==> src/rtl/cmp32_seq_if.sv <==
// Operand/result handshake bundle for the sequential 32-bit comparator.
// The master side produces operand pairs and consumes results; the slave side is the comparator.
interface cmp32_seq_if;
    logic        in_valid;
    logic        in_ready;
    logic [31:0] x;
    logic [31:0] y;
    logic        out_valid;
    logic        out_ready;
    logic        equal;
    logic        lt;
    logic        ltu;
    logic        busy;

    modport master (
        output in_valid, x, y, out_ready,
        input  in_ready, out_valid, equal, lt, ltu, busy
    );

    modport slave (
        input  in_valid, x, y, out_ready,
        output in_ready, out_valid, equal, lt, ltu, busy
    );
endinterface

==> src/rtl/cmp32_seq.sv <==
// Multi-cycle 32-bit comparator: one CHUNK_W-bit slice per cycle, MSB chunk first.
// Optional macro CMP32_EARLY_EXIT_EN finishes on the first differing chunk.
module cmp32_seq #(
    parameter int CHUNK_W = 8
) (
    input  logic        clk,
    input  logic        rst,
    cmp32_seq_if.slave  bus
);
    localparam int NCH   = 32 / CHUNK_W;
    localparam int CNT_W = (NCH > 1) ? $clog2(NCH) : 1;
    localparam logic [CNT_W-1:0] LAST_CNT = CNT_W'(NCH - 1);

    typedef enum logic [1:0] {
        ST_IDLE = 2'b00,
        ST_RUN  = 2'b01,
        ST_DONE = 2'b10
    } state_t;

    state_t             state_q, state_d;
    logic [31:0]        x_q, x_d;
    logic [31:0]        y_q, y_d;
    logic               eq_q, eq_d;
    logic               lt_q, lt_d;
    logic               ltu_q, ltu_d;
    logic               decided_q, decided_d;
    logic               out_valid_q, out_valid_d;
    logic [CNT_W-1:0]   cnt_q, cnt_d;

    // Operands are shifted left each RUN cycle, so the chunk under test is always the top slice.
    logic [CHUNK_W-1:0] xc_s;
    logic [CHUNK_W-1:0] yc_s;
    logic               chunk_diff_s;
    logic               chunk_ltu_s;
    logic               chunk_lts_s;

    assign xc_s         = x_q[31 -: CHUNK_W];
    assign yc_s         = y_q[31 -: CHUNK_W];
    assign chunk_diff_s = (xc_s != yc_s);
    assign chunk_ltu_s  = (xc_s < yc_s);
    assign chunk_lts_s  = ($signed(xc_s) < $signed(yc_s));

    assign bus.in_ready  = (state_q == ST_IDLE) & ~rst;
    assign bus.busy      = (state_q != ST_IDLE);
    assign bus.out_valid = out_valid_q;
    assign bus.equal     = eq_q;
    assign bus.lt        = lt_q;
    assign bus.ltu       = ltu_q;

    // Next-state and result update logic
    always_comb begin
        state_d     = state_q;
        x_d         = x_q;
        y_d         = y_q;
        eq_d        = eq_q;
        lt_d        = lt_q;
        ltu_d       = ltu_q;
        decided_d   = decided_q;
        out_valid_d = out_valid_q;
        cnt_d       = cnt_q;

        case (state_q)
            ST_IDLE: begin
                if (bus.in_valid) begin
                    x_d       = bus.x;
                    y_d       = bus.y;
                    eq_d      = 1'b1;
                    lt_d      = 1'b0;
                    ltu_d     = 1'b0;
                    decided_d = 1'b0;
                    cnt_d     = '0;
                    state_d   = ST_RUN;
                end else begin
                    state_d = ST_IDLE;
                end
            end

            ST_RUN: begin
                x_d   = x_q << CHUNK_W;
                y_d   = y_q << CHUNK_W;
                cnt_d = cnt_q + CNT_W'(1);
                // Only the most significant chunk carries the sign bit.
                if (chunk_diff_s && !decided_q) begin
                    eq_d      = 1'b0;
                    decided_d = 1'b1;
                    ltu_d     = chunk_ltu_s;
                    lt_d      = (cnt_q == '0) ? chunk_lts_s : chunk_ltu_s;
                end else begin
                    decided_d = decided_q;
                end
                if (cnt_q == LAST_CNT) begin
                    state_d     = ST_DONE;
                    out_valid_d = 1'b1;
                end else begin
`ifdef CMP32_EARLY_EXIT_EN
                    if (chunk_diff_s && !decided_q) begin
                        state_d     = ST_DONE;
                        out_valid_d = 1'b1;
                    end else begin
                        state_d = ST_RUN;
                    end
`else
                    state_d = ST_RUN;
`endif
                end
            end

            ST_DONE: begin
                if (bus.out_ready) begin
                    state_d     = ST_IDLE;
                    out_valid_d = 1'b0;
                end else begin
                    state_d = ST_DONE;
                end
            end

            default: begin
                state_d     = ST_IDLE;
                out_valid_d = 1'b0;
            end
        endcase
    end

    // State and result registers with synchronous reset
    always_ff @(posedge clk) begin
        if (rst) begin
            state_q     <= ST_IDLE;
            x_q         <= 32'h0000_0000;
            y_q         <= 32'h0000_0000;
            eq_q        <= 1'b0;
            lt_q        <= 1'b0;
            ltu_q       <= 1'b0;
            decided_q   <= 1'b0;
            out_valid_q <= 1'b0;
            cnt_q       <= '0;
        end else begin
            state_q     <= state_d;
            x_q         <= x_d;
            y_q         <= y_d;
            eq_q        <= eq_d;
            lt_q        <= lt_d;
            ltu_q       <= ltu_d;
            decided_q   <= decided_d;
            out_valid_q <= out_valid_d;
            cnt_q       <= cnt_d;
        end
    end
endmodule

==> src/flat_wrapper.sv <==
// flat-port wrapper written by rule: the top's interface ports become plain ports
module cmp32_seq_flat 
#(
    parameter int CHUNK_W = 8
)
  (clk, rst, bus_in_valid, bus_x, bus_y, bus_out_ready, bus_in_ready, bus_out_valid, bus_equal, bus_lt, bus_ltu, bus_busy);
  cmp32_seq_if bus_i ();
  input  logic clk;
  input  logic rst;
  input wire logic [$bits(bus_i.in_valid)-1:0] bus_in_valid;
  input wire logic [$bits(bus_i.x)-1:0] bus_x;
  input wire logic [$bits(bus_i.y)-1:0] bus_y;
  input wire logic [$bits(bus_i.out_ready)-1:0] bus_out_ready;
  output wire logic [$bits(bus_i.in_ready)-1:0] bus_in_ready;
  output wire logic [$bits(bus_i.out_valid)-1:0] bus_out_valid;
  output wire logic [$bits(bus_i.equal)-1:0] bus_equal;
  output wire logic [$bits(bus_i.lt)-1:0] bus_lt;
  output wire logic [$bits(bus_i.ltu)-1:0] bus_ltu;
  output wire logic [$bits(bus_i.busy)-1:0] bus_busy;
  assign bus_i.in_valid = bus_in_valid;
  assign bus_i.x = bus_x;
  assign bus_i.y = bus_y;
  assign bus_i.out_ready = bus_out_ready;
  assign bus_in_ready = bus_i.in_ready;
  assign bus_out_valid = bus_i.out_valid;
  assign bus_equal = bus_i.equal;
  assign bus_lt = bus_i.lt;
  assign bus_ltu = bus_i.ltu;
  assign bus_busy = bus_i.busy;
  cmp32_seq #(.CHUNK_W(CHUNK_W)) u_core (.clk(clk), .rst(rst), .bus(bus_i));
endmodule
==> config.mk <==
export PLATFORM = sky130hd
export DESIGN_NAME = cmp32_seq_flat
export DESIGN_NICKNAME = d
export VERILOG_FILES = /design/src/rtl/cmp32_seq_if.sv /design/src/rtl/cmp32_seq.sv /design/src/flat_wrapper.sv
export SDC_FILE = /design/constraint.sdc
export NUM_CORES = 1
export LEC_CHECK = 0
export ABC_AREA = 1
export ABC_CLOCK_PERIOD_IN_PS = 3300
export CAP_MARGIN = 40
export CORE_UTILIZATION = 53
export CTS_CLUSTER_SIZE = 24
export DETAILED_ROUTE_END_ITERATION = 10
export PLACE_DENSITY = 0.89
export SYNTH_ARGS = -nofsm -noshare
export SYNTH_HDL_FRONTEND = slang
export SYNTH_SLANG_ARGS = --single-unit
==> constraint.sdc <==
create_clock -name clk -period 3.3 [get_ports clk]
set_clock_uncertainty 0.05 [all_clocks]
set_input_delay 0.66 -clock clk [delete_from_list [all_inputs] [get_ports clk]]
set_output_delay 0.66 -clock clk [all_outputs]
set_load 0.005 [all_outputs]
After elaboration in Yosys (flattened, before gate mapping)
Index checks and enable logic that the tools add are counted.
{"block": "totals", "out_inout_bits": 6, "input_bits": 68, "ff_bits": 73}
{"block": "classes", "bitwise_logic": 3, "n_lt_le_gt_ge": 2, "add_sub_neg": 1, "mux": 24, "reduce_logical": 9, "n_eq_ne": 8}
{"op": "$pmux W32 S2", "n": 2}
{"op": "$mux W32", "n": 2}
{"op": "$lt A8 B8 Y1", "n": 2}
{"op": "$mux W1", "n": 10}
{"op": "$ne A8 B8 Y1", "n": 1}
{"op": "$pmux W1 S2", "n": 4}
{"op": "$mux W2", "n": 3}
{"op": "$pmux W2 S3", "n": 1}
{"op": "$reduce_and A3 Y1", "n": 2}
{"op": "$eq A2 B2 Y1 const B", "n": 2}
{"op": "$logic_not A2 Y1", "n": 2}
{"op": "$ne A2 B1 Y1 const B", "n": 2}
{"op": "$ne A2 B2 Y1 const B", "n": 2}
{"op": "$pmux W2 S2", "n": 1}
{"op": "$reduce_bool A2 Y1", "n": 2}
{"op": "$pmux W1 S3", "n": 1}
{"op": "$add A2 B1 Y2 const B", "n": 1}
{"op": "$eq A2 B1 Y1 const B", "n": 1}
{"op": "$not A1 Y1", "n": 2}
{"op": "$reduce_and A2 Y1", "n": 1}
{"op": "$and A1 B1 Y1", "n": 1}
{"op": "$logic_and A1 B1 Y1", "n": 1}
{"op": "$logic_not A1 Y1", "n": 1}

Logic depth before layout (Yosys ltp)
Gate-level depths: netlist of the first run.
{"block": "depth", "word_depth": 4, "depth_mapped": 12, "ltp_nobuf": 12}

Least setup slack after synthesis of the first run
OpenSTA, ideal clock, no wires.
{"block": "synth_timing", "path_kind": "input-to-output", "from": "in rst", "to": "out bus_in_ready", "required_ns": 2.590, "path_stages": 3, "arrival_time_ns": 1.227, "n_path_buf": 2, "slack_ns": 1.363, "cell_sequence": "clkbuf_1 -> clkbuf_1 -> nor2_1"}
{"block": "synth_between", "elab_chain_cells": 2}
{"element": "start, declared", "line_no": "flat_wrapper.sv:9", "text": "input logic rst;"}
{"element": "$not A1 Y1", "line_no": "cmp32_seq.sv:43", "text": "assign bus.in_ready = (state_q == ST_IDLE) & ~rst;"}
{"element": "$and A1 B1 Y1", "line_no": "cmp32_seq.sv:43"}
{"element": "end, declared", "line_no": "flat_wrapper.sv:14", "text": "output wire logic [$bits(bus_i.in_ready)-1:0] bus_in_ready;"}
Every way passes these cells.

Worst setup path in the final report of the first run
Same ends and word-level chain as after synthesis.

==> metrics.txt, run 1 <==
outcome=complete, no violations; Worst Hold Depth=2; reg2reg path depth=7; CTS clk-pin slew, worst paths=0.07 ns; reg2reg setup slack=1.19 ns; Layout area overhead=28.8%; syn nets=500; Starting Density=56.3%; CTS max path bufs=2; Via density=5.41; DPL Wire Length=4990 µm; Critical R2R Launch=u_core.state_q[1]$_SDFF_PP0_; Syn Area/Cell=7.52 µm²; via count=3013; DIE AREA=6310 µm²; Min-Delay Endpoint=u_core.x_q[1]$_SDFFE_PP0P_; Max FO, Critical Path=7; antenna violations before repair=0; R2R Path End=u_core.y_q[8]$_SDFFE_PP0P_; clk root buf=clkbuf_8; Power Dens Cells=518 nW/µm²; startpoint types=input port; leakage=1.63 nW; # clock sinks=73; row cnt=27; GR Util met1=30.2%; layout cells sized above 1=5.36%; Max Fclk=359 MHz; fin util=72.5%; slew of the pin with the lowest slew margin=0.743 ns; post-route cell area=4090 µm²; Critical Path, Cell by Cell=clkdlybuf4s50_1, nor2_1, clkdlybuf4s50_1; antenna cells=0; Die W=79.4 µm; CTS buffer count=9; TritonRoute pass-1 iters=6; Crit Path Category=in -> out; # resized after CTS=0; min cycle time layout=2.78 ns; Routed WL per cell=13.4 µm; DRC=0; Slew HR=50.5%; vias in the first global route=2746; sequential-to-total area share from yosys stat=46.0%; final net count=558; Ys Warns=0; gpl congestion=0.839; Fin. Hold Viols=0; Hold Path Class=reg -> reg; Max Transition Viols Final=0; CP peak stage delay=0.56 ns; most common cell after layout, fill and taps aside=nand2_1; Hold Crit Start=u_core.x_q[1]$_SDFFE_PP0P_; Mapped Cells=422; gr ovfl total=0; Final period util=84.4%; # hold bufs at CTS=0; die height=79.4 µm; MaxCap Viol Count=0; TritonCTS clock tree=yes; starting DRC count in detailed routing=226; postcts setup bufs=0; cell area after synthesis=3180 µm²; most frequent CP cell=clkdlybuf4s50_1; IO Pins=74; distinct cell type count of the synthesized netlist=26; most frequent cells in the layout=nand2_1, clkdlybuf4s50_1, dfxtp_1; critical path arrival=2.07 ns; GR Util met3=6.86%; IO buf count=73; GRT Overall Usage=25.2%; Final ANT Viol Nets=0; Worst Path Required=2.59 ns; slowest cell on the critical path=clkdlybuf4s50_1; largest net degree at the start of global routing=98; met2 Usage GRT=43.4%; Final setup viols=0; Clock Latency Late Sink=0.34 ns; core area=5640 µm²; maximum VDD drop=0.346 mV; first-pass GRT wire length=12300 µm; setup_tns=0 ns; CP Capture Type=primary output; unrepaired setup endpoints after global routing=no; Placed Area=3880 µm²; Routed WL=7490 µm; synthesis-stage register bit count=73; H-tree depth=3; gr busiest metal=met2
[worst max-delay path: cells and delay by family]
| kind | cells | cell delay, ns |
|---|---|---|
| buffers and inverters | 2 | 1.09 |
| AND/OR/NAND/NOR | 1 | 0.31 |
[state kept, by name, indices dropped and copies added (netlist names)]
signal                count
u_core.state_q            2
u_core.bus.out_valid      1
u_core.y_q               32
u_core.cnt_q              2
u_core.decided_q          1
u_core.bus.equal          1
u_core.bus.lt             1
u_core.bus.ltu            1
u_core.x_q               32
[cells by family after synthesis]
logic type	synth area share, %
AND/OR/NAND/NOR	20.0
AO/OA/AOI/OAI	22.0
flip-flops	46.0
buffers and inverters	8.00
adder cells (fa/ha/maj)	3.94
[cell type report]
class                           instances  area (µm²)
Fill cell                             439        1550
Multi-Input combinational cell        296        1460
Clock buffer                           14         173
Clock inverter                          2        35.0
Timing Repair Buffer                   77         781
Inverter                               23        91.3
Tap cell                               72        90.1
Sequential cell                        73        1460
[synth_stat cells (all sizes together)]
cell | instances | area share, %
a21oi | 26 | 4.1
inv | 23 | 2.9
nor2 | 9 | 1.7
nand2 | 144 | 17
or3 | 1 | 0.20
buf | 15 | 3.2
nand4 | 1 | 0.20
a21o | 1 | 0.24
a31oi | 47 | 9.3
ha | 10 | 3.9
a221oi | 1 | 0.28
clkbuf | 15 | 1.9
o22ai | 1 | 0.20
o21ai | 49 | 7.7
nand3 | 5 | 0.79
o21a | 1 | 0.24
dfxtp | 73 | 46
[metrics by stage]
stage	cells	hold slack (ns)	worst slack, ns	total power, mW
finish	557	0.417	0.516	2.12
global route	557	0.436	0.469	2.22
CTS	557	0.418	0.541	2.12
detailed placement	541	0.408	0.609	1.41
global placement	540	0.399	0.619	1.40
floorplan	422	0.389	1.36	1.27
[per-layer routing]
layer	routed length, µm	share of wire [%]
met4	117	1.6
met2	3690	49
met3	484	6.5
met1	3190	43
met5	0	0
[worst max path at each step]
stage	startpoint	endpoint	slack, ns	depth (start not counted)
global placement	rst	bus_in_ready	0.62	3
global route	rst	bus_in_ready	0.47	3
finish	rst	bus_in_ready	0.52	3
detailed placement	rst	bus_in_ready	0.61	3
CTS	rst	bus_in_ready	0.54	3
floorplan	rst	bus_in_ready	1.36	3
[power breakdown]
part           leakage, nW  total [mW]  switching (mW)  internal, mW
Clock                0.107       0.717           0.306         0.411
Sequential           0.604        1.01          0.0451         0.966
Combinational        0.922       0.391           0.211         0.180
Note: power is estimated with default switching activity, not from simulation.
==> run 2, diff against run 1 <==
- ABC_CLOCK_PERIOD_IN_PS: 3300 -> 2200
- CORE_UTILIZATION: 53 -> 45
- PLACE_DENSITY: 0.89 -> 0.81
- clock period: 3.3 -> 2.2 ns (I/O delays scaled with it)
==> metrics.txt, run 2 (synthesized netlist as in run 1, its figures left out) <==
clk root buf=clkbuf_8 (unchanged); antenna cells=0 (unchanged); leakage=1.62 nW (was 1.63 nW); DIE AREA=7400 µm² (was 6310 µm²); DPL Wire Length=5020 µm (was 4990 µm); die height=86.0 µm (was 79.4 µm); Filler Cells Inserted=599 (was 439); first-pass GRT wire length=12100 µm (was 12300 µm); biggest regs=u_core.x_q (32), u_core.y_q (32) (unchanged); postcts setup bufs=0 (unchanged); DRC=0 (unchanged); via count=2974 (was 3013); critical path arrival=1.49 ns (was 2.07 ns); Final ANT Viol Nets=0 (unchanged); TritonCTS clock tree=yes (unchanged); Die W=86.0 µm (was 79.4 µm); Worst Hold Depth=2 (unchanged); Worst Path Required=1.71 ns (was 2.59 ns); IO Pins=74 (unchanged); Min-Delay Endpoint=u_core.y_q[5]$_SDFFE_PP0P_ (was u_core.x_q[1]$_SDFFE_PP0P_); Layout area overhead=29.4% (was 28.8%); Hold Crit Start=u_core.y_q[5]$_SDFFE_PP0P_ (was u_core.x_q[1]$_SDFFE_PP0P_); CP Capture Type=primary output (unchanged); Slew HR=64.7% (was 50.5%); Critical R2R Launch=u_core.y_q[31]$_SDFFE_PP0P_ (was u_core.state_q[1]$_SDFF_PP0_); MaxCap Viol Count=0 (unchanged); Routed WL per cell=12.6 µm (was 13.4 µm); CTS buffer count=9 (unchanged); H-tree depth=3 (unchanged); setup_tns=0 ns (unchanged); gpl congestion=0.797 (was 0.839); Max FO, Critical Path=3 (was 7); # hold bufs at CTS=0 (unchanged); maximum VDD drop=0.407 mV (was 0.346 mV); GRT Overall Usage=20.7% (was 25.2%); TritonRoute pass-1 iters=4 (was 6); Starting Density=46.7% (was 56.3%); total chip power=2.99 mW (was 2.12 mW); layout cells sized above 1=5.13% (was 5.36%); Power Dens Cells=729 nW/µm² (was 518 nW/µm²); antenna violations before repair=0 (unchanged); vias in the first global route=2764 (was 2746); reg2reg setup slack=0.54 ns (was 1.19 ns); Fin. Hold Viols=0 (unchanged); IO buf count=73 (unchanged); gr ovfl total=0 (unchanged); Crit Path Category=reg -> out (was in -> out); min cycle time layout=1.98 ns; unrepaired setup endpoints after global routing=no (unchanged); Final period util=89.8%; slew of the pin with the lowest slew margin=0.529 ns (was 0.743 ns); R2R Path End=u_core.bus.lt$_SDFFE_PP0P_ (was u_core.y_q[8]$_SDFFE_PP0P_); Via density=5.10 (was 5.41); row cnt=30 (was 27); core area=6790 µm² (was 5640 µm²); most common cell after layout, fill and taps aside=nand2_1 (unchanged); CTS max path bufs=2 (unchanged); largest net degree at the start of global routing=52 (was 98); CTS clk-pin slew, worst paths=0.07 ns (about the same); starting DRC count in detailed routing=172 (was 226); # clock sinks=73 (unchanged); Max Fclk=506 MHz; final net count=561 (was 558); reg2reg path depth=9 (was 7); startpoint types=register (was input port); Routed WL=7350 µm (was 7490 µm); outcome=complete, no violations (unchanged); Hold Path Class=reg -> reg (unchanged); Max Transition Viols Final=0 (unchanged); Clock Latency Late Sink=0.34 ns (about the same); most frequent cells in the layout=nand2_1, clkdlybuf4s50_1, dfxtp_1 (unchanged); Final setup viols=0 (unchanged); # resized after CTS=0 (unchanged)
run 2: area by class of cell:
class                   instances  area (µm²)  area share (%)
multi-input cells             296        1460            35.5
well taps                      96         120            2.92
repair buffers                 80         821            20.0
clock buffers                  15         156            3.81
flip-flops and latches         73        1460            35.6
inverters                      23        91.3            2.22
run 2: where the power goes:
group,switching [mW],leakage [nW],internal (mW)
Clock,0.439,0.0778,0.437
Sequential,0.0652,0.604,1.45
Combinational,0.318,0.942,0.286
Total,0.823,1.62,2.17
run 2: per-stage QoR:
step / hold WS (ns) / util [%] / cells / setup slack (ns) / area, µm²
CTS: 0.416 / 60.5 / 583 / 0.192 / 4110
global placement: 0.400 / 58.2 / 568 / 0.245 / 3950
global route: 0.434 / 60.5 / 583 / 0.0969 / 4110
finish: 0.414 / 60.5 / 583 / 0.225 / 4110
detailed placement: 0.405 / 58.2 / 568 / 0.210 / 3950
floorplan: 0.389 / - / 422 / 0.703 / 3180
run 2: critical path: stages (launching register included):
cell and delay [ns]:
dfxtp_1 0.34, nor2_2 0.15, inv_1 0.07, nor2_1 0.09
clkdlybuf4s50_1 0.50
run 2: how the worst max path moves through the flow:
stage,from,endpoint,cells after the start
finish,u_core.state_q[1]$_SDFF_PP0_,bus_in_ready,4
global placement,rst,bus_in_ready,3
global route,u_core.state_q[1]$_SDFF_PP0_,bus_in_ready,4
floorplan,rst,bus_in_ready,3
detailed placement,bus_in_valid,u_core.y_q[14]$_SDFFE_PP0P_,8
CTS,u_core.state_q[1]$_SDFF_PP0_,bus_in_ready,4
run 2: metal layers:
metal	up-vias	share of wire [%]	GRT usage, %	routed length (µm)
met2	67	48	34.1	3500
met3	8	4.1	4.23	304
met1	1358	47	26.4	3460
met4	0	1.3	8.33	98
li1	1541	-	-	-
met5	-	0	0	0
==> run 3, diff against run 2 <==
- CAP_MARGIN: 40 -> 20
- REMOVE_ABC_BUFFERS: default -> 1
==> metrics.txt, run 3 (synthesized netlist as in run 1, its figures left out) <==
via count=2980 (was 2974); # hold bufs at CTS=0 (unchanged); Post-Place Worst Slack=0.199 ns (was 0.210 ns); row cnt=30 (unchanged); FF+latch area=1460 µm² (unchanged); DRC=0 (unchanged); Final period util=90.8% (was 89.8%); # resized after CTS=0 (unchanged); MaxCap Viol Count=0 (unchanged); vias in the first global route=2753 (was 2764); first-pass GRT wire length=12500 µm (was 12100 µm); CP Launch Point=rst (was u_core.state_q[1]$_SDFF_PP0_); Routed WL per cell=12.7 µm (was 12.6 µm); outcome=complete, no violations (unchanged); Critical R2R Launch=u_core.state_q[1]$_SDFF_PP0_ (was u_core.y_q[31]$_SDFFE_PP0P_); maximum VDD drop=0.504 mV (was 0.407 mV); antenna violations before repair=0 (unchanged); CTS clk-pin slew, worst paths=0.07 ns (about the same); Via density=5.09 (was 5.10); most frequent cells in the layout=nand2_1, clkdlybuf4s50_1, dfxtp_1 (unchanged); switching part of the total=25.8% (was 27.5%); CTS max path bufs=2 (unchanged); CTS buffer count=9 (unchanged); Routed WL=7440 µm (was 7350 µm); CP Capture Type=primary output (unchanged); TritonCTS clock tree=yes (unchanged); min cycle time layout=2.00 ns (was 1.98 ns); starting DRC count in detailed routing=252 (was 172); Final ANT Viol Nets=0 (unchanged); fin util=61.5% (was 60.5%); Final setup viols=0 (unchanged); critical path arrival=1.51 ns (was 1.49 ns); Power Dens Cells=787 nW/µm² (was 729 nW/µm²); Max Fclk=501 MHz (was 506 MHz); most common cell after layout, fill and taps aside=nand2_1 (unchanged); H-tree depth=3 (unchanged); # clock sinks=73 (unchanged); reg2reg setup slack=0.63 ns (was 0.54 ns); Crit Path Category=in -> out (was reg -> out); reg2reg path depth=8 (was 9); R2R Path End=u_core.bus.lt$_SDFFE_PP0P_ (unchanged); Multi-input gate area=1460 µm² (unchanged); Clk pwr share=35.4% (was 29.3%); postcts setup bufs=0 (unchanged); IO Pins=74 (unchanged); Die W=86.0 µm (unchanged); P_int=2.44 mW (was 2.17 mW); Layout area overhead=31.6% (was 29.4%); startpoint types=input port (was register); Starting Density=46.7% (unchanged); sequential share of power=46.0% (was 50.5%); gr ovfl total=0 (unchanged); Fin. Hold Viols=0 (unchanged); IO buf count=73 (unchanged); gpl congestion=0.787 (was 0.797); unrepaired setup endpoints after global routing=no (unchanged); core area=6790 µm² (unchanged); largest net degree at the start of global routing=51 (was 52); Worst Path Required=1.71 ns (about the same); DPL Wire Length=4950 µm (was 5020 µm); Filler Cells Inserted=590 (was 599); antenna cells=0 (unchanged); slew of the pin with the lowest slew margin=0.484 ns (was 0.529 ns); TritonRoute pass-1 iters=4 (unchanged); Net Sw Power=0.849 mW (was 0.823 mW); die height=86.0 µm (unchanged); biggest regs=u_core.x_q (32), u_core.y_q (32) (unchanged); DIE AREA=7400 µm² (unchanged); Max FO, Critical Path=2 (was 3); worst setup margin=0.202 ns (was 0.225 ns); Slew HR=67.8% (was 64.7%); Hold Path Class=reg -> reg (unchanged); clk root buf=clkbuf_8 (unchanged); Max Transition Viols Final=0 (unchanged); Logic pwr share=18.6% (was 20.2%); leakage=1.66 nW (was 1.62 nW); Clock Latency Late Sink=0.35 ns (was 0.34 ns); final net count=563 (was 561); GRT Overall Usage=21.4% (was 20.7%); layout cells sized above 1=6.12% (was 5.13%); CP endpoint=bus_in_ready (unchanged)
## run 3: cell types whose count changed in the layout (fill, tap and decap cells not counted), sizes merged
cell and change:
bufinv +2, buf +2, clkbuf -1
## run 3: per-stage QoR
step	hold slack, ns	power (mW)	cell area [µm²]	instances	TNS (ns)
floorplan	0.384	1.86	3010	392	-7.90
finish	0.413	3.29	4180	586	0
CTS	0.414	3.31	4180	586	0
detailed placement	0.406	2.15	3960	570	0
global placement	0.400	2.12	3960	570	0
global route	0.428	3.47	4180	586	0
## run 3: power groups by stage
stage / Combinational, mW / Clock [mW] / Sequential [mW]
detailed placement: 0.606 / 0 / 1.54
floorplan: 0.338 / 0 / 1.52
finish: 0.611 / 1.16 / 1.51
CTS: 0.614 / 1.19 / 1.51
global placement: 0.589 / 0 / 1.53
global route: 0.692 / 1.25 / 1.53
## run 3: worst min path at each step
| stage | endpoint | depth (start not counted) | start | slack (ns) |
|---|---|---|---|---|
| 2_1_floorplan | u_core.x_q[1]$_SDFFE_PP0P_ | 2 | u_core.x_q[1]$_SDFFE_PP0P_ | 0.38 |
| 3_3_place_gp | u_core.x_q[1]$_SDFFE_PP0P_ | 2 | u_core.x_q[1]$_SDFFE_PP0P_ | 0.40 |
| 3_5_place_dp | u_core.y_q[5]$_SDFFE_PP0P_ | 2 | u_core.y_q[5]$_SDFFE_PP0P_ | 0.41 |
| 4_1_cts | u_core.y_q[1]$_SDFFE_PP0P_ | 2 | u_core.y_q[1]$_SDFFE_PP0P_ | 0.41 |
| 5_1_grt | u_core.y_q[4]$_SDFFE_PP0P_ | 2 | u_core.y_q[4]$_SDFFE_PP0P_ | 0.43 |
| 6_report | u_core.y_q[5]$_SDFFE_PP0P_ | 2 | u_core.y_q[5]$_SDFFE_PP0P_ | 0.41 |
## run 3: layout make-up
cell class,count,area share [%]
Tap cell,96,2.87
Inverter,23,2.19
Clock buffer,14,3.89
Timing Repair Buffer,82,19.7
Sequential cell,73,35.0
Multi-Input combinational cell,296,34.9
Clock inverter,2,1.44
## run 3: layer usage
layer | routed length (µm) | GRT usage [%] | up-vias
li1 | - | - | 1549
met1 | 3240 | 27.0 | 1338
met2 | 3750 | 35.6 | 86
met3 | 353 | 5.00 | 7
met4 | 96 | 7.58 | 0
met5 | 0 | 0 | -
## run 3: worst max-delay path, cell delays in order
cell and delay, ns:
clkdlybuf4s50_1 0.45, nor2_1 0.11, clkdlybuf4s50_1 0.51
